--- src/rtl/int_sekwencer.sv ---
// Interrupt entry/exit sequencer: saves PC/flags on a shadow stack at instruction
// boundaries, vectors to the handler, and restores state on RETI.
module int_sekwencer #(
  parameter int PC_W   = 8,
  parameter int FLAG_W = 4,
  parameter int DEPTH  = 4
) (
  input  logic                         clk,
  input  logic                         rst,
  input  logic                         przerwanie,
  input  logic [7:0]                   int_vector,
  input  logic                         instr_done,
  input  logic                         reti,
  input  logic [PC_W-1:0]              pc_next,
  input  logic [FLAG_W-1:0]            flags,
  output logic                         stall,
  output logic                         pc_load,
  output logic [PC_W-1:0]              pc_new,
  output logic                         flags_load,
  output logic [FLAG_W-1:0]            flags_new,
  output logic                         int_disable,
  output logic                         int_enable,
  output logic                         in_isr,
  output logic [$clog2(DEPTH+1)-1:0]   depth,
  output logic                         ovf_err,
  output logic                         unf_err
);

  // state   | meaning
  // IDLE    | running; decide at each boundary (RETI pop / interrupt push)
  // SAVE    | push latched pc/flags, pulse int_disable
  // JUMP    | load vector into core PC
  // RESTORE | load popped pc/flags, pulse int_enable, shrink stack
  localparam logic [1:0] IDLE    = 2'd0;
  localparam logic [1:0] SAVE    = 2'd1;
  localparam logic [1:0] JUMP    = 2'd2;
  localparam logic [1:0] RESTORE = 2'd3;

  localparam int DW    = $clog2(DEPTH + 1);
  localparam int IW    = (DEPTH > 1) ? $clog2(DEPTH) : 1;
  localparam int SLOTS = 1 << IW;
  localparam logic [DW-1:0] DEPTH_MAX = DW'(DEPTH);

  logic [1:0]        state;
  logic [PC_W-1:0]   lat_pc;
  logic [FLAG_W-1:0] lat_flags;
  logic [7:0]        lat_vec;
  logic [PC_W-1:0]   vec_ext;
  logic [DW-1:0]     depth_m1;
  logic [IW-1:0]     top_idx;
  logic [IW-1:0]     push_idx;

  logic [PC_W-1:0]   stack_pc [SLOTS];
  logic [FLAG_W-1:0] stack_fl [SLOTS];

  assign depth_m1 = depth - 1'b1;
  assign top_idx  = depth_m1[IW-1:0];
  assign push_idx = depth[IW-1:0];

  always_comb begin
    vec_ext      = '0;
    vec_ext[7:0] = lat_vec;
  end

  // pc_new/flags_new are registered so they are valid throughout JUMP/RESTORE
  // and hold their last value afterwards.
  always_ff @(posedge clk or posedge rst) begin
    if (rst) begin
      state     <= IDLE;
      depth     <= '0;
      ovf_err   <= 1'b0;
      unf_err   <= 1'b0;
      lat_pc    <= '0;
      lat_flags <= '0;
      lat_vec   <= '0;
      pc_new    <= '0;
      flags_new <= '0;
    end else begin
      case (state)
        IDLE: begin
          if (instr_done) begin
            if (reti) begin
              if (depth != '0) begin
                pc_new    <= stack_pc[top_idx];
                flags_new <= stack_fl[top_idx];
                state     <= RESTORE;
              end else begin
                unf_err <= 1'b1;
              end
            end else if (przerwanie) begin
              if (depth < DEPTH_MAX) begin
                lat_pc    <= pc_next;
                lat_flags <= flags;
                lat_vec   <= int_vector;
                state     <= SAVE;
              end else begin
                ovf_err <= 1'b1;
              end
            end
          end
        end
        SAVE: begin
          depth  <= depth + 1'b1;
          pc_new <= vec_ext;
          state  <= JUMP;
        end
        JUMP: begin
          state <= IDLE;
        end
        RESTORE: begin
          depth <= depth_m1;
          state <= IDLE;
        end
        default: state <= IDLE;
      endcase
    end
  end

  // Stack storage needs no reset: occupancy is tracked by depth alone.
  always_ff @(posedge clk) begin
    if (state == SAVE) begin
      stack_pc[push_idx] <= lat_pc;
      stack_fl[push_idx] <= lat_flags;
    end
  end

  assign stall       = (state != IDLE);
  assign int_disable = (state == SAVE);
  assign pc_load     = (state == JUMP) || (state == RESTORE);
  assign flags_load  = (state == RESTORE);
  assign int_enable  = (state == RESTORE);
  assign in_isr      = (depth != '0);

endmodule

--- config.mk ---
export PLATFORM = sky130hd
export DESIGN_NAME = int_sekwencer
export DESIGN_NICKNAME = d
export VERILOG_FILES = /design/src/rtl/int_sekwencer.sv
export SDC_FILE = /design/constraint.sdc
export NUM_CORES = 1
export LEC_CHECK = 0
export CAP_MARGIN = 20
export CORE_ASPECT_RATIO = 1.2
export CORE_MARGIN = 2
export CORE_UTILIZATION = 50
export CTS_CLUSTER_DIAMETER = 60
export CTS_CLUSTER_SIZE = 28
export DETAILED_ROUTE_END_ITERATION = 10
export DONT_BUFFER_PORTS = 1
export SKIP_CTS_REPAIR_TIMING = 1
export SLEW_MARGIN = 10
export SYNTH_ARGS = -nofsm -noshare
export SYNTH_HDL_FRONTEND = slang
export SYNTH_SLANG_ARGS = --single-unit
--- constraint.sdc ---
create_clock -name clk -period 3.53 [get_ports clk]
set_input_delay 0.1765 -clock clk [delete_from_list [all_inputs] [get_ports clk]]
set_output_delay 0.1765 -clock clk [all_outputs]
set_load 0.02 [all_outputs]
==> results of run 1 <==
[placed cells by master, fill, tap and decap left out, drive strengths merged, types with 2 or more instances in the layout]
cell         synthesis  layout
clkinv               0       2
clkbuf               3      12
mux4                12      12
a221o                8       8
edfxtp              48      48
dfrtp               39      39
nor2b                3       3
mux2                25      25
and2                 5       5
ha                   5       5
xnor2                2       2
a22o                 8       8
buf                  8       4
inv                  5       5
nor2                 3       3
dlygate4sd3          0      22
[worst min-delay path by stage]
stage | from | to | slack [ps] | depth (start not counted)
detailed placement | rst | lat_flags[3] | 230 | 2
CTS | rst | lat_flags[3] | -150 | 2
floorplan | flags[0] | lat_flags[0] | 330 | 1
finish | reti | state[0] | 40 | 2
global route | reti | state[0] | 30 | 2
global placement | rst | lat_flags[3] | 220 | 2
[cells in the mapped netlist (all sizes together)]
cell type / count / area, sq um
xnor2: 2 / 17.5
inv: 5 / 18.8
and3: 1 / 6.26
ha: 5 / 62.6
nor2: 3 / 11.3
a21oi: 1 / 5.00
a41o: 1 / 10.0
and2: 5 / 31.3
a22o: 8 / 70.1
mux4: 12 / 300
xor2: 1 / 8.76
clkbuf: 3 / 11.3
nor2b: 3 / 18.8
edfxtp: 48 / 1440
a221o: 8 / 80.1
a31oi: 1 / 6.26
nand2: 1 / 3.75
a22oi: 1 / 7.51
nand2b: 1 / 6.26
mux2: 25 / 282
nand4: 1 / 6.26
buf: 8 / 65.1
dfrtp: 39 / 976
a31o: 1 / 8.76
nor3b: 1 / 12.5
[worst max-delay path, delay by kind of cell (launching register included)]
family | cells | cell delay [ps]
DFF | 1 | 660
buffers and inverters | 1 | 280
and+or+nand+nor | 2 | 1040
[routing by layer]
layer / track usage / vias to the layer above
li1: - / 775
met1: 0.221 / 916
met2: 0.313 / 65
met3: 0.0436 / 10
met4: 0.0847 / 0
met5: 0 / -
[logic make-up after synthesis]
kind of cell	count (synthesis)	synth area share
adders and majority gates	5	0.0180
and+or+nand+nor	16	0.0278
DFF	87	0.697
AOI/OAI and AO/OA	21	0.0541
muxes	37	0.168
xor gates and xnor gates	3	0.00758
buffers and inverters	16	0.0274
[cell type report]
class | count | area [sq um]
inverter | 5 | 18.8
tap | 87 | 109
clock buffer | 12 | 135
multi-input combinational | 82 | 955
clock inverter | 4 | 46.3
timing repair buffer | 26 | 250
fill | 538 | 2840
sequential | 87 | 2420
[sequential cells by signal, indices dropped and copies added (netlist names)]
signal,flops
lat_flags,4
lat_pc,8
lat_vec,8
ovf_err,1
pc_new,8
depth,3
stack_fl,16
flags_new,4
stack_pc,32
state,2
unf_err,1
[power breakdown]
part / internal, mW / switching (mW) / leakage, nW
Combinational: 0.453 / 0.395 / 0.514
Clock: 0.325 / 0.318 / 0.0880
Sequential: 1.44 / 0.366 / 0.900
[per-stage QoR]
stage,utilization,hold slack [ps]
2_1_floorplan,-,327
6_report,0.581,38.8
5_1_grt,0.581,30.1
3_5_place_dp,0.521,230
3_3_place_gp,0.521,220
4_1_cts,0.548,-147
==> metrics.cfg, run 1 <==
[clocking]
clkTransAtPathRegs_ps = 80
cts_buffers = 9
clock_path_buffers = 2
cts_sinks = 87
htreeDepth = 3
clock_latency_ps = 340
cts_tree = done
cts_root_buf = clkbuf_8

[synthesis]
ys_warn_count = 0
syn-cell-area_sq_um = 3470
ys_ff_latch = 87
avgSynthCellArea_sq_um = 18.7
synth_cell_type_count = 30
synth_cells = 185
yosysSeqAreaShare = 0.697
synth_fp_nets = 215

[detailed_routing]
drc = 0
drt-met1-wl_um = 2560
met2_length_um = 3330
via_count = 1766
wl_per_cell_um = 21.0
top_layer = met4
dr.pass1.iters = 4
met3WireLength_um = 358
drt_iter0_markers = 134
postRouteAntennaNets = 0
via_per_inst = 5.83
wl_um = 6360

[global_route]
grt_pass1_wl_um = 9760
grt_usage = 0.184
overflow = 0
grt_pass1_vias = 1814
antenna_found_initial = 0
grt_max_degree = 40

[sta]
relSlewSlack = 0.384
fmax_mhz = 424
setup_viol = 0
fin_skew_ps = 6.12
hold_viol = 0
maxSlewViolCount = 0
worst_pin_slew_ps = 920
period_minus_slack_ps = 2360
layout_setup_ws_ps = 1170
fin_crit_sh = 0.668
tns_ps = 0
rsz0062_at_grt = false

[floorplanning]
coreArea_sq_um = 6770
io_pins = 48
die_h_um = 95.2
rows = 33
initial_core_util = 0.512
die_x_um = 80.0
die_area_sq_um = 7620

[place]
hpwl_um = 4050
place_area_sq_um = 3530
pre_cts_slack_ps = 1170
gp_congestion = 0.702
post-place-cells = 265
numPortBuffers = 0

[flow_run]
maxCapViolations = 0

[final_layout]
drive_gt1_frac = 0.218
final_cells = 303
n_antenna_cell = 0
design_area_sq_um = 3930
fin_nets = 241
syn2layout_area_growth_pct = 13.4

[critical_path]
rr_endpoint = stack_pc[0][0]
slowest_delay_ps = 660
path_max_fanout = 16
r2r_slack_ps = 1170
cp_slowest_cell = dfrtp_1
rr_startpoint = state[1]
crit_required_ps = 3510
cp-end-kind = register
cp-startpoint = state[1]
crit_end = stack_pc[0][0]
cp.arrival_ps = 2330
reg2regPathDepth = 3
worst_setup_path_start_kind = register
path_cells = nor2b_1, buf_4, and2_1
crit_type = register to register

[power]
powerDensity_nw_per_um2 = 838
peakVddDrop_v = 0.000447
p_leak_nw = 1.50
power.total_mw = 3.29

[worst_hold_path]
hp-class = input pin to register

[status]
status = completed

Note: power is estimated with default switching activity, not from simulation.
==> run 2, diff against run 1 <==
- clock period: 3.53 -> 2.4 ns (I/O delays scaled with it)
==> run 2 against run 1 <==
  * Combinational power rose by 56%
  * Largest cell class unchanged
  * Sequential power rose by 45%
  * Critical endpoint is now pc_new[1]
  * First-iteration DRC count fell by 18%
  * Sequential cell count did not move
==> metrics.cfg, run 2 (same netlist as run 1, synthesis figures left out) <==
[floorplanning]
initial_core_util = 0.512  ; unchanged
die_area_sq_um = 7620  ; unchanged
rows = 33  ; unchanged
die_h_um = 95.2  ; unchanged
coreArea_sq_um = 6770  ; unchanged
io_pins = 48  ; unchanged
die_x_um = 80.0  ; unchanged

[sta]
relSlewSlack = 0.599  ; +0.215
tns_ps = 0  ; unchanged
fmax_mhz = 447  ; +5.4%
period_minus_slack_ps = 2240  ; -120 ps
setup_viol = 0  ; unchanged
maxSlewViolCount = 0  ; unchanged
fin_skew_ps = 7.48  ; +1.36 ps
worst_pin_slew_ps = 601  ; -319 ps
fin_crit_sh = 0.933  ; +0.264
hold_viol = 0  ; unchanged
rsz0062_at_grt = false

[detailed_routing]
dr.pass1.iters = 4  ; unchanged
wl_um = 6360  ; about the same
via_count = 1808  ; +2.4%
wl_per_cell_um = 20.4  ; -2.9%
drt_iter0_markers = 110  ; -18%
drc = 0  ; unchanged
postRouteAntennaNets = 0  ; unchanged
via_per_inst = 5.79  ; -0.57%

[final_layout]
design_area_sq_um = 4020  ; +2.2%
largest_register_ffs = 32  ; unchanged
fin_nets = 250  ; +3.7%
n_antenna_cell = 0  ; unchanged
drive_gt1_frac = 0.262  ; +0.0446
fillers = 528  ; -1.9%
syn2layout_area_growth_pct = 15.9
final_cell_mix = 48 x edfxtp_1, 39 x dfrtp_1, 25 x mux2_2
regArea_sq_um = 2420  ; unchanged
reg_top3 = stack_pc: 32 flops, stack_fl: 16 flops
final_common_cell = edfxtp_1
multi_input_area_sq_um = 955  ; unchanged
regMostFlops = stack_pc
final_core_util = 0.593  ; +0.0127

[global_route]
antenna_found_initial = 0  ; unchanged
grt_usage = 0.181  ; -0.00298
grt_pass1_wl_um = 9800  ; +0.42%
overflow = 0  ; unchanged
grt_pass1_vias = 1777  ; -2.0%
grt_max_degree = 40  ; unchanged

[critical_path]
cp.arrival_ps = 2470  ; +140 ps
worst_setup_path_start_kind = register
cp-end-kind = register
reg2regPathDepth = 4  ; +1
rr_startpoint = depth[1]
rr_endpoint = pc_new[1]
crit_type = register to register
crit_required_ps = 2630  ; -880 ps
path_max_fanout = 13  ; -3
r2r_slack_ps = 160  ; -1010 ps

[clocking]
clkTransAtPathRegs_ps = 80  ; about the same
cts_buffers = 9  ; unchanged
clock_path_buffers = 2  ; unchanged
cts_tree = done
cts_root_buf = clkbuf_8
htreeDepth = 3  ; unchanged
cts_sinks = 87  ; unchanged
clock_latency_ps = 340  ; about the same

[worst_hold_path]
hold_end = state[0]
holdPathStages = 2  ; unchanged
hp-class = input pin to register
hp-start = reti

[place]
numPortBuffers = 0  ; unchanged
gp_congestion = 0.707  ; +0.75%
place_area_sq_um = 3600  ; +1.9%
hpwl_um = 4100  ; +1.3%

[power]
powerDensity_nw_per_um2 = 1230  ; +47%
power.total_mw = 4.93  ; +50%
p_leak_nw = 1.57  ; +4.3%
peakVddDrop_v = 0.000593  ; +33%

[flow_run]
maxCapViolations = 0  ; unchanged

[status]
status = completed

==> run 2: through the flow <==
step / worst slack (ps) / std cells / hold WS [ps]
floorplan: 123 / 185 / 271
global placement: 239 / 274 / 163
detailed placement: 166 / 274 / 177
CTS: 141 / 290 / -200
global route: 42.8 / 312 / 40.4
finish: 161 / 312 / 28.1
==> run 2: layout make-up <==
type                    count  share of cell area
clock buffers              12              0.0386
flip-flops and latches     87               0.602
repair buffers             35              0.0791
clock inverters             4              0.0112
inverters                   5             0.00467
multi-input cells          82               0.238
well taps                  87              0.0271
==> run 2: report_power, final <==
group / switching (mW) / leakage, nW / internal, mW
Combinational: 0.622 / 0.560 / 0.699
Clock: 0.472 / 0.106 / 0.533
Sequential: 0.493 / 0.900 / 2.11
Total: 1.59 / 1.57 / 3.34
==> run 2: per-layer routing <==
layer / wire length [um] / vias up / global-route usage
met1: 2710 / 954 / 0.246
met2: 3240 / 55 / 0.279
li1: - / 791 / -
met4: 69 / 0 / 0.0636
met3: 341 / 8 / 0.0549
met5: 0 / - / 0
==> run 2: worst max path at each step <==
stage,from,endpoint,slack (ps)
floorplan,depth[0],pc_new[0],120
global placement,depth[1],pc_new[0],240
detailed placement,depth[1],pc_new[1],170
CTS,depth[1],pc_new[1],140
global route,depth[1],pc_new[4],40
finish,depth[1],pc_new[1],160
==> run 2: critical path, cell delays in order, from the launching register on <==
cell,delay (ps)
dfrtp_1,550
inv_1,140
ha_1,700
mux4_2,410
a221o_1,330
==> run 3, diff against run 2 <==
- ABC_AREA: not set -> 1
- CORE_MARGIN: 2 -> not set
==> run 3 against run 2 <==
  * The run now ends with hold timing left
  * Die area down 0.34%
  * Synthesized cell count up 81%
  * Global-route usage up 4.3 points
  * Count of clock-buffer cells in the layout down 2
  * Design area up 3.1%
  * Non-clock buffer count down 1
  * Power up 7.4%
  * Largest power group unchanged
  * Cell count up 46%
==> metrics.cfg, run 3 <==
[status]
status = finished, violations left
violations = hold timing

[detailed_routing]
dr.pass1.iters = 6  ; +2
wl_per_cell_um = 17.2  ; -16%
wl_um = 7810  ; +23%
via_per_inst = 5.38  ; -7.2%
drc = 0  ; unchanged
via_count = 2447  ; +35%
drt_iter0_markers = 172  ; +56%
postRouteAntennaNets = 0  ; unchanged

[power]
p_leak_nw = 1.81  ; +15%
p_int_mw = 3.15  ; -5.7%
peakVddDrop_v = 0.000840  ; +42%
combPwrFrac = 0.310  ; +0.042
switchingPower_mw = 2.14  ; +35%
p_clk_frac = 0.187  ; -0.017
p_sw_frac = 0.404  ; +0.0824
powerDensity_nw_per_um2 = 1280  ; +4.1%
seqPwrFrac = 0.504  ; -0.024

[synthesis]
ys_ff_latch = 87  ; unchanged
synth_cells = 335  ; +81%
synthAdderAreaFrac = 0.0173  ; -0.000779
synthSimpleGateAreaFrac = 0.247  ; +0.219
synth_compound_area_frac = 0.0180  ; -0.0362
synth.top_cell.area_share = 0.398  ; -0.0179
avgSynthCellArea_sq_um = 10.8  ; -42%
yosysSeqAreaShare = 0.667  ; -0.0301
synthArstFlopShare = 0.448  ; unchanged
yosys.area.top_type = edfxtp_1
synth_commonest_cells = 109 x nand2_1, 74 x nand3_1, 48 x edfxtp_1
synthMuxAreaShare = 0  ; -0.168
ys_warn_count = 0  ; unchanged
synth-edff-count = 48  ; unchanged
synth_cell_type_count = 24  ; -20%
synth_fp_nets = 365  ; +70%
synth_ff_type = edfxtp_1
synth_top_family_by_area = simple AND/OR/NAND/NOR gates
yosysMostFrequentCell = nand2_1
synthXorXnorAreaFrac = 0.00242  ; -0.00516
syn-cell-area_sq_um = 3620  ; +4.5%
yosys-top-cells-area = edfxtp_1 40%, dfrtp_1 27%, nand2_1 11%, nand3_1 10%, ha_1 1.7%

[critical_path]
crit_required_ps = 2380  ; -250 ps
crit_type = register to register
cp.arrival_ps = 1840  ; -630 ps
rr_startpoint = state[1]
worst_setup_path_start_kind = register
cp-end-kind = register
r2r_slack_ps = 550  ; +390 ps
rr_endpoint = stack_fl[3][1]
reg2regPathDepth = 3  ; -1
path_max_fanout = 12  ; -1

[worst_hold_path]
hp-start = instr_done
holdPathStages = 2  ; unchanged
hold_end = ovf_err
hp-class = input pin to register

[sta]
setup_viol = 0  ; unchanged
period_minus_slack_ps = 1850  ; -385 ps
worst_pin_slew_ps = 730  ; +128 ps
fin_skew_ps = 9.82  ; +2.34 ps
relSlewSlack = 0.513  ; -0.0861
hold_ws_ps = -3.00  ; -31.1 ps
fin_crit_sh = 0.772  ; -0.161
rsz0062_at_grt = false
fmax_mhz = 540  ; +21%
maxSlewViolCount = 0  ; unchanged
hold_viol = 1  ; +1
tns_ps = 0  ; unchanged

[global_route]
grt_max_degree = 27  ; -33%
grt_pass1_wl_um = 12100  ; +23%
overflow = 0  ; unchanged
antenna_found_initial = 0  ; unchanged
grt_usage = 0.224  ; +0.0427
grt_pass1_vias = 2346  ; +32%

[floorplanning]
coreArea_sq_um = 6940  ; +2.4%
die_area_sq_um = 7590  ; -0.34%
die_x_um = 79.7  ; -0.38%
io_pins = 48  ; unchanged
initial_core_util = 0.522  ; +0.0104
rows = 33  ; unchanged
die_h_um = 95.3  ; about the same

[clocking]
cts_sinks = 87  ; unchanged
cts_root_buf = clkbuf_8
clock_latency_ps = 350  ; about the same
htreeDepth = 3  ; unchanged
clkTransAtPathRegs_ps = 90  ; about the same
clock_path_buffers = 2  ; unchanged
cts_tree = done
cts_buffers = 9  ; unchanged

[final_layout]
largest_register_ffs = 32  ; unchanged
drive_gt1_frac = 0.111  ; -0.151
final_cells = 455  ; +46%
fin_nets = 393  ; +57%
final_cell_mix = 109 x nand2_1, 74 x nand3_1, 48 x edfxtp_1
reg_top3 = stack_pc: 32 flops, stack_fl: 16 flops
regMostFlops = stack_pc
n_antenna_cell = 0  ; unchanged
final_common_cell = nand2_1
syn2layout_area_growth_pct = 14.3

[place]
post-place-cells = 415  ; +51%
gp_congestion = 0.831  ; +18%
numPortBuffers = 0  ; unchanged
hpwl_um = 5150  ; +26%

[flow_run]
maxCapViolations = 0  ; unchanged

[run 3: power groups by stage]
stage          Clock (mW)  Combinational (mW)  Sequential [mW]
5_1_grt              1.07                1.85             2.73
4_1_cts              1.00                1.62             2.68
3_3_place_gp            0                1.59             2.70
3_5_place_dp            0                1.61             2.71
6_report            0.988                1.64             2.67
2_1_floorplan           0                1.25             2.56
[run 3: worst max-delay path, stage by stage, from the launching register on]
cell	delay, ps
dfrtp_1	520
nor2_4	410
nand2_4	90
inv_1	460
[run 3: through the flow]
| stage | utilization | instance area [sq um] | worst slack (ps) | total power [mW] |
|---|---|---|---|---|
| detailed placement | 0.535 | 3710 | 563 | 4.32 |
| global placement | 0.535 | 3710 | 565 | 4.29 |
| global route | 0.597 | 4140 | 413 | 5.64 |
| CTS | 0.562 | 3900 | 547 | 5.29 |
| finish | 0.597 | 4140 | 547 | 5.30 |
| floorplan | - | 3620 | 284 | 3.81 |
[run 3: logic make-up (layout without fill, tap and decap cells)]
kind of cell | after synthesis | after routing
XOR/XNOR | 1 | 1
AND/OR/NAND/NOR | 199 | 199
buffers and inverters | 34 | 67
adder cells (fa/ha/maj) | 5 | 5
flip-flops | 87 | 87
AO/OA/AOI/OAI | 9 | 9
[run 3: per-layer routing]
layer  GRT usage  wire (um)  up-vias
li1            -          -     1176
met1       0.277       3250     1198
met2       0.382       4130       61
met3      0.0344        266       12
met4       0.106        164        0
met5           0          0        -
[run 3: worst max path at each step]
stage	cells past startpoint	to	startpoint	slack, ps
after floorplan	6	stack_fl[0][0]	depth[0]	280
after global placement	3	stack_pc[3][3]	state[1]	570
after detailed placement	3	stack_pc[3][3]	state[1]	560
after CTS	3	stack_pc[3][2]	state[1]	550
after global routing	7	unf_err	depth[1]	410
final	3	stack_fl[3][1]	state[1]	550
[run 3: layout make-up]
cell class	instances	area (sq um)
clock buffers	10	128
clock inverters	6	61.3
fillers	605	2800
inverters	17	63.8
multi-input cells	214	1030
flip-flops and latches	87	2420
well taps	87	109
repair buffers	34	328
